$ cat config.mk
export PLATFORM = sky130hd
export DESIGN_NAME = calculator_ctrl
export DESIGN_NICKNAME = d
export VERILOG_FILES = /design/src/rtl/calculator_pkg.sv /design/src/rtl/calculator_debounce.sv /design/src/rtl/calculator_ctrl.sv
export SDC_FILE = /design/constraint.sdc
export NUM_CORES = 1
export LEC_CHECK = 0
export CELL_PAD_IN_SITES_DETAIL_PLACEMENT = 1
export CELL_PAD_IN_SITES_GLOBAL_PLACEMENT = 2
export CORE_MARGIN = 5
export CORE_UTILIZATION = 34
export CTS_CLUSTER_SIZE = 14
export DETAILED_ROUTE_END_ITERATION = 8
export PLACE_DENSITY = 0.86
export SYNTH_ARGS = -nofsm -noshare
export SYNTH_HDL_FRONTEND = slang
export SYNTH_HIERARCHICAL = 1
export SYNTH_SLANG_ARGS = --single-unit
$ cat constraint.sdc
create_clock -name clk -period 4.4 [get_ports clk]
set_input_delay 0.88 -clock clk [delete_from_list [all_inputs] [get_ports clk]]
set_output_delay 0.88 -clock clk [all_outputs]
set_load 0.02 [all_outputs]
$ cat src/rtl/calculator_pkg.sv
// Shared types and constants for the calculator sequencing controller.
// Opcodes, FSM states and the single-cycle ALU helper.
package calculator_pkg;

    localparam int DATA_W = 32;

    localparam logic [2:0] OP_ADD = 3'b000;
    localparam logic [2:0] OP_SUB = 3'b001;
    localparam logic [2:0] OP_AND = 3'b010;
    localparam logic [2:0] OP_OR  = 3'b011;
    localparam logic [2:0] OP_XOR = 3'b100;
    localparam logic [2:0] OP_SHL = 3'b101;
    localparam logic [2:0] OP_MUL = 3'b110;
    localparam logic [2:0] OP_DIV = 3'b111;

    localparam logic [DATA_W-1:0] DIV0_RESULT = 32'hFFFF_FFFF;

    typedef enum logic [1:0] {
        S_IDLE,
        S_EXEC,
        S_ITER,
        S_DONE
    } state_t;

    function automatic logic [DATA_W-1:0] alu(
        input logic [2:0]        op,
        input logic [DATA_W-1:0] a,
        input logic [DATA_W-1:0] b
    );
        logic [DATA_W-1:0] r;
        r = '0;
        case (op)
            OP_ADD:  r = a + b;
            OP_SUB:  r = a - b;
            OP_AND:  r = a & b;
            OP_OR:   r = a | b;
            OP_XOR:  r = a ^ b;
            OP_SHL:  r = a << b[4:0];
            default: r = '0;
        endcase
        return r;
    endfunction

endpackage

$ cat src/rtl/calculator_debounce.sv
// Start button conditioning: 2-FF synchronizer, stability counter
// and a registered one-cycle pulse on the clean rising edge.
module calculator_debounce #(
    parameter int DEBOUNCE_CYCLES = 20_000
) (
    input  logic clk,
    input  logic rst,
    input  logic btn,
    output logic start_p
);

    localparam int CW = $clog2(DEBOUNCE_CYCLES + 1);
    localparam logic [CW-1:0] CNT_LAST = CW'(DEBOUNCE_CYCLES - 1);

    logic          sync1;
    logic          sync2;
    logic          clean;
    logic          clean_d;
    logic [CW-1:0] cnt;

    always_ff @(posedge clk) begin
        if (rst) begin
            sync1   <= 1'b0;
            sync2   <= 1'b0;
            clean   <= 1'b0;
            clean_d <= 1'b0;
            cnt     <= '0;
            start_p <= 1'b0;
        end else begin
            sync1   <= btn;
            sync2   <= sync1;
            clean_d <= clean;
            start_p <= clean & ~clean_d;
            // Any sample agreeing with the clean level restarts the count.
            if (sync2 != clean) begin
                if (cnt == CNT_LAST) begin
                    clean <= sync2;
                    cnt   <= '0;
                end else begin
                    cnt <= cnt + CW'(1);
                end
            end else begin
                cnt <= '0;
            end
        end
    end

endmodule

$ cat src/rtl/calculator_ctrl.sv
// Calculator sequencer: latches operands on a debounced start, runs
// ALU ops in one cycle and mul/div one bit per cycle over 32 cycles.
module calculator_ctrl
    import calculator_pkg::*;
#(
    parameter int DEBOUNCE_CYCLES = 20_000
) (
    input  logic              clk,
    input  logic              rst,
    input  logic              btn_start,
    input  logic [DATA_W-1:0] operand_a,
    input  logic [DATA_W-1:0] operand_b,
    input  logic [2:0]        op,
    output logic [DATA_W-1:0] cal_result,
    output logic              disp_load,
    output logic              busy,
    output logic              err
);

    logic start_p;

    calculator_debounce #(
        .DEBOUNCE_CYCLES(DEBOUNCE_CYCLES)
    ) u_debounce (
        .clk    (clk),
        .rst    (rst),
        .btn    (btn_start),
        .start_p(start_p)
    );

    state_t            state;
    logic [DATA_W-1:0] a_q;
    logic [DATA_W-1:0] b_q;
    logic [2:0]        op_q;
    logic [4:0]        cnt;
    logic [DATA_W-1:0] acc;
    logic [DATA_W-1:0] rem;

    logic [DATA_W-1:0] acc_n;
    logic [DATA_W:0]   rem_sh;
    logic [DATA_W:0]   rem_sub;
    logic              q_bit;
    logic [DATA_W-1:0] rem_n;
    logic [DATA_W-1:0] quo_n;

    // a_q doubles as multiplicand (shifting left) and as the dividend
    // that shifts out MSB-first while quotient bits enter at the LSB.
    always_comb begin
        acc_n   = acc + (b_q[0] ? a_q : '0);
        rem_sh  = {rem, a_q[DATA_W-1]};
        rem_sub = rem_sh - {1'b0, b_q};
        q_bit   = ~rem_sub[DATA_W];
        rem_n   = q_bit ? rem_sub[DATA_W-1:0] : rem_sh[DATA_W-1:0];
        quo_n   = {a_q[DATA_W-2:0], q_bit};
    end

    always_ff @(posedge clk) begin
        if (rst) begin
            state      <= S_IDLE;
            a_q        <= '0;
            b_q        <= '0;
            op_q       <= OP_ADD;
            cnt        <= '0;
            acc        <= '0;
            rem        <= '0;
            cal_result <= '0;
            disp_load  <= 1'b0;
            busy       <= 1'b0;
            err        <= 1'b0;
        end else begin
            disp_load <= 1'b0;
            unique case (state)
                S_IDLE: begin
                    if (start_p) begin
                        a_q  <= operand_a;
                        b_q  <= operand_b;
                        op_q <= op;
                        acc  <= '0;
                        rem  <= '0;
                        cnt  <= 5'd31;
                        busy <= 1'b1;
                        err  <= 1'b0;
                        if (op == OP_DIV && operand_b == '0) begin
                            err        <= 1'b1;
                            cal_result <= DIV0_RESULT;
                            disp_load  <= 1'b1;
                            state      <= S_DONE;
                        end else if (op == OP_MUL || op == OP_DIV) begin
                            state <= S_ITER;
                        end else begin
                            state <= S_EXEC;
                        end
                    end
                end
                S_EXEC: begin
                    cal_result <= alu(op_q, a_q, b_q);
                    disp_load  <= 1'b1;
                    state      <= S_DONE;
                end
                S_ITER: begin
                    if (op_q == OP_MUL) begin
                        acc <= acc_n;
                        a_q <= a_q << 1;
                        b_q <= b_q >> 1;
                    end else begin
                        rem <= rem_n;
                        a_q <= quo_n;
                    end
                    if (cnt == '0) begin
                        cal_result <= (op_q == OP_MUL) ? acc_n : quo_n;
                        disp_load  <= 1'b1;
                        state      <= S_DONE;
                    end else begin
                        cnt <= cnt - 5'd1;
                    end
                end
                S_DONE: begin
                    busy  <= 1'b0;
                    state <= S_IDLE;
                end
            endcase
        end
    end

endmodule

### Word level (Yosys, flattened, before mapping)

Index checks and enable logic that the tools add are counted.

| operators by class | value |
|---|---|
| add/sub/neg operators | 6 |
| equal/unequal tests | 19 |
| shift operators | 1 |
| mux-type cells | 33 |
| bitwise operators | 7 |
| reduce and logical (&&, ||, !) cells | 19 |

Operators with widths:

| cell | number |
|---|---|
| $mux W32 | 12 |
| $pmux W32 S2 | 4 |
| $pmux W32 S6 | 1 |
| $pmux W32 S3 | 1 |
| $add A32 B32 Y32 | 2 |
| $sub A33 B32 Y33 | 1 |
| $and A32 B32 Y32 | 1 |
| $logic_not A32 Y1 | 1 |
| $or A32 B32 Y32 | 1 |
| $shl A32 B5 Y32 | 1 |
| $sub A32 B32 Y32 | 1 |
| $xor A32 B32 Y32 | 1 |
| $add A15 B1 Y15 const B | 1 |
| $eq A15 B15 Y1 const B | 1 |
| $eq A3 B3 Y1 const B | 5 |
| $mux W5 | 2 |
| $ne A2 B2 Y1 const B | 5 |
| $pmux W5 S2 | 1 |
| $reduce_and A2 Y1 | 5 |
| $reduce_and A3 Y1 | 3 |
| $mux W2 | 4 |
| $pmux W2 S4 | 1 |
| $eq A3 B2 Y1 const B | 2 |
| $logic_not A5 Y1 | 1 |
| other kinds (19) | 27 |

| storage, ports and cells | value |
|---|---|
| flip-flop bits (word level) | 193 |
| output and inout bits | 35 |

### Longest topological paths before layout

| depth | value |
|---|---|
| depth in word-level cells | 6 |
| mapped depth | 22 |

### Hierarchy

The synthesis kept the hierarchy.

Modules (own cells, without submodules):

| module | instances | cells an instance | area each (um2) | seq. area each (um2) |
|---|---|---|---|---|
| calculator_ctrl | 1 | 2148 | 16882.4 | 3463.3 |
| calculator_debounce | 1 | 86 | 904.6 | 400.4 |

### Least setup slack after synthesis

OpenSTA, ideal clock, no wires.

| timing | value |
|---|---|
| path kind | flip-flop to flip-flop |
| start point | register b_q[0] |
| end point | register cal_result[23] |
| library setup time | 0.132 ns |
| arrival time | 4.396 ns |
| slack | -0.127 ns |
| stages on the path, launching flop included | 22 |
| buffers on the path | 4 |
| period minus slack after synthesis | 4.527 ns |
| path through | dfxtp_1 buf_2 inv_1 buf_1 clkbuf_1 buf_1 ha_1 and3_1 and2_1 inv_1 nor2_1 nor2_1 xnor2_1 ha_1 and3_1 nand2_1 or3_1 o21ai_1 a21boi_0 xnor2_1 a2111oi_2 nor4_1 |

| between the ends | value |
|---|---|
| longest elaborated chain between the ends | 5 |
| elaborated cells on any way between the ends | 9 |

Ends and longest elaborated chain:

| item | line | RTL |
|---|---|---|
| start, declared | calculator_ctrl.sv:33 | `logic [DATA_W-1:0] b_q;` |
| start signal, assigned | calculator_ctrl.sv:76 | `b_q <= operand_b;` |
| start signal, assigned | calculator_ctrl.sv:104 | `b_q <= b_q >> 1;` |
| $mux W32 | calculator_ctrl.sv:49 | `acc_n = acc + (b_q[0] ? a_q : '0);` |
| $add A32 B32 Y32 | calculator_ctrl.sv:49 |  |
| $mux W32 | calculator_ctrl.sv:110 | `cal_result <= (op_q == OP_MUL) ? acc_n : quo_n;` |
| $mux W32 | calculator_ctrl.sv:109 | `if (cnt == '0) begin` |
| $pmux W32 S3 * | calculator_ctrl.sv:72 | `unique case (state)` |
| end signal, assigned | calculator_ctrl.sv:96 | `cal_result <= alu(op_q, a_q, b_q);` |
| end signal, assigned | calculator_ctrl.sv:110 |  |
| end, declared | calculator_ctrl.sv:14 | `output logic [DATA_W-1:0] cal_result,` |

Every way passes the cells marked *; elsewhere a longest branch is shown, timed or not. The select of a mux whose other input is x is not followed.
A chain may end at the register's enable or synchronous reset.

### Worst setup path in the final report

| timing | value |
|---|---|
| start point | register b_q[0] |
| end point | register cal_result[27] |

The elaborated chain is that of the path after synthesis.

==> metrics.txt <==
status=finished with violations; failing checks=max-capacitance violations, max-slew violations; Synth top area share=21.7%; Arr. time, crit path=4.52 ns; largest net degree at the start of global routing=83; async set-reset flop share out of synthesis=0%; Post-synth top flop=dfxtp_1; count of different cell masters after synthesis=90; DR WL met2=32900 µm; final worst slack=0.241 ns; total CTS buffers=17; FF+latch count, synth=193; hold crit path type=reg -> reg; DRT iter0 DRCs=1764; synthesized area per cell=7.96 µm²; GP Congestion=0.943; Overflow after GRT=0; CP Launch Type=flip-flop; M1 WL=34700 µm; Hold Path Depth=1; cell taking the most area after synthesis=dfxtp_1; port bufs=104; Final Setup Violations=0; fin crit share=94.5%; non-filler instance count after layout=2998; slew at the pin closest to its max-slew limit=1.53 ns; Post-Syn Nets=2475; Starting Density=34.5%; post-route ant nets=0; die height=239 µm; area of the mapped netlist=0.0178 mm²; hold slack=0.428 ns; Ant. Diodes=0; die width=239 µm; Pleak=7.92 nW; Clk Tree Root Cell=clkbuf_16; CTS tree=built; Peak supply drop=443 µV; I/O pin total=105; clock-pin transition on the worst setup and hold timing paths=0.09 ns; routed wl met3=5650 µm; FP Rows=83; Peak Freq=240 MHz; Crit path required time=4.76 ns; clock sink count=193; dpl cells=2966; post-cts hold buffer count=0; Max clock buf depth=2; CORE AREA=0.0516 mm²; Worst-Skew Late Latency=0.52 ns; fin. max-slew vios=10; Post-DP HPWL=57400 µm; H-tree depth=4; most common cell in the netlist=nor2_1; worst reg2reg path depth=13; ratio of cells with drive above 1 in the final layout=9.15%; worst slack, placed=0.184 ns; CP Capture Type=flip-flop; global-route wire length before repair=113000 µm; final count of hold timing violations=0; CP max FO=50; uppermost routed layer=met4; warnings from Yosys=6; sequential share of the synthesized area=21.7%; Post-synth EDFFs=0; via-per-instance ratio=6.06; via count=18200; vias in the first global route=18100; WL/cell=25.0 µm; max-cap check violation count=1; clock skew=0.0179 ns; drt first pass iters=5; post-layout min period=4.16 ns; die area=0.0570 mm²; Total GRT Usage=25.6%; Filler cells=6178; PD cells=327 mW/mm²; cell count after synthesis=2234; top cells by count, synth=nor2_1 (266), dfxtp_1 (193), ha_1 (168), a21oi_1 (162), nand2_1 (148); Syn-to-layout area delta=14.8%; Final nets=2546; WS Path Type=reg -> reg; ranking of synthesized cells by area=dfxtp_1 (22%), ha_1 (12%), nor2_1 (5.6%); final WL=74800 µm; initial antenna violation count=0; Layout Utilization=39.6%; DRC viols=0; Slew headroom=-2.60%
[registers in the layout, summed over array words and instances (netlist names), 2 cells and up]
register and count:
rem 32, cal_result 32, b_q 32, cnt 5, u_debounce/cnt 15, op_q 3, acc 32, state 2
a_q 32
[cell type report]
class	count	area (µm²)	area share, %
clock inverter	14	146	0.717
sequential	193	3870	18.9
clock buffer	18	439	2.15
multi-input combinational	1799	13000	63.7
timing repair buffer	195	1730	8.49
inverter	99	372	1.82
tap	680	851	4.17
[metal layers]
| layer | vias to the layer above | global-route usage, % |
|---|---|---|
| li1 | 8401 | - |
| met1 | 9018 | 36.8 |
| met2 | 668 | 39.7 |
| met3 | 79 | 4.75 |
| met4 | 0 | 6.50 |
| met5 | - | 0 |
[critical path, stage by stage (launching register included)]
cell and delay (ns):
dfxtp_2 0.32, inv_1 0.10, buf_4 0.54, nor2_1 0.20, ha_1 0.36, a211oi_2 0.24, o211ai_1 0.18, a311oi_1 0.41
o21bai_2 0.16, a31oi_1 0.46, o21ai_0 0.22, xor2_1 0.21, a221oi_1 0.41, a311oi_1 0.16
[final timing paths]
kind | slack (ns) | startpoint | to
min | 0.43 | u_debounce/clean_d | u_debounce/start_p
max reg2reg | 0.24 | b_q[0] | cal_result[27]
min reg2reg | 0.43 | u_debounce/clean_d | u_debounce/start_p
max | 0.24 | b_q[0] | cal_result[27]
[placed cells by master (no fill, tap or decap), types with 11 or more instances in the layout]
master,count
a211oi_1,86
a21o_1,53
a21oi_1,161
a221o_1,12
a221oi_1,20
a22oi_1,54
a311oi_1,12
a31oi_1,28
and2_1,12
and3_1,15
buf_4,91
clkbuf_16,17
clkdlybuf4s50_1,103
dfxtp_1,191
ha_1,167
inv_1,96
mux2_2,11
mux2i_1,99
mux4_2,31
nand2_1,148
nand2b_1,18
nand3_1,45
nand4_1,22
nor2_1,263
nor2b_1,17
nor3_1,44
nor4_1,14
o211ai_1,20
o21ai_0,73
o21ai_1,32
o21bai_1,15
o22ai_1,38
o31ai_1,12
xnor2_1,80
xor2_1,45
[cell families after synthesis]
family	synth area share [%]
multiplexers	10.3
AND/OR/NAND/NOR	17.0
buffers and inverters	5.58
XOR/XNOR	6.42
adder cells (fa/ha/maj)	12.2
AO/OA/AOI/OAI	26.9
flip-flops	21.7
[metrics by stage]
stage                     setup TNS (ns)  total power, mW  area (µm²)
after floorplan                        0             3.99       17800
after global placement                 0             4.96       19800
after CTS                              0             6.66       20400
final                                  0             6.68       20400
after global routing             -0.0547             7.01       20400
after detailed placement               0             4.98       19800
[what timing repair did]
item | in CTS | in global routing
setup endpoints to repair | 0 | 7
buffers inserted | 0 | 0
gates resized for setup | 0 | 4
[report_power, final]
group	internal (mW)	leakage, nW	switching (mW)
Combinational	1.31	6.07	1.88
Sequential	1.78	1.56	0.0423
Clock	0.813	0.284	0.856
Total	3.90	7.92	2.78
No activity file was read; power rests on OpenSTA's default activity.
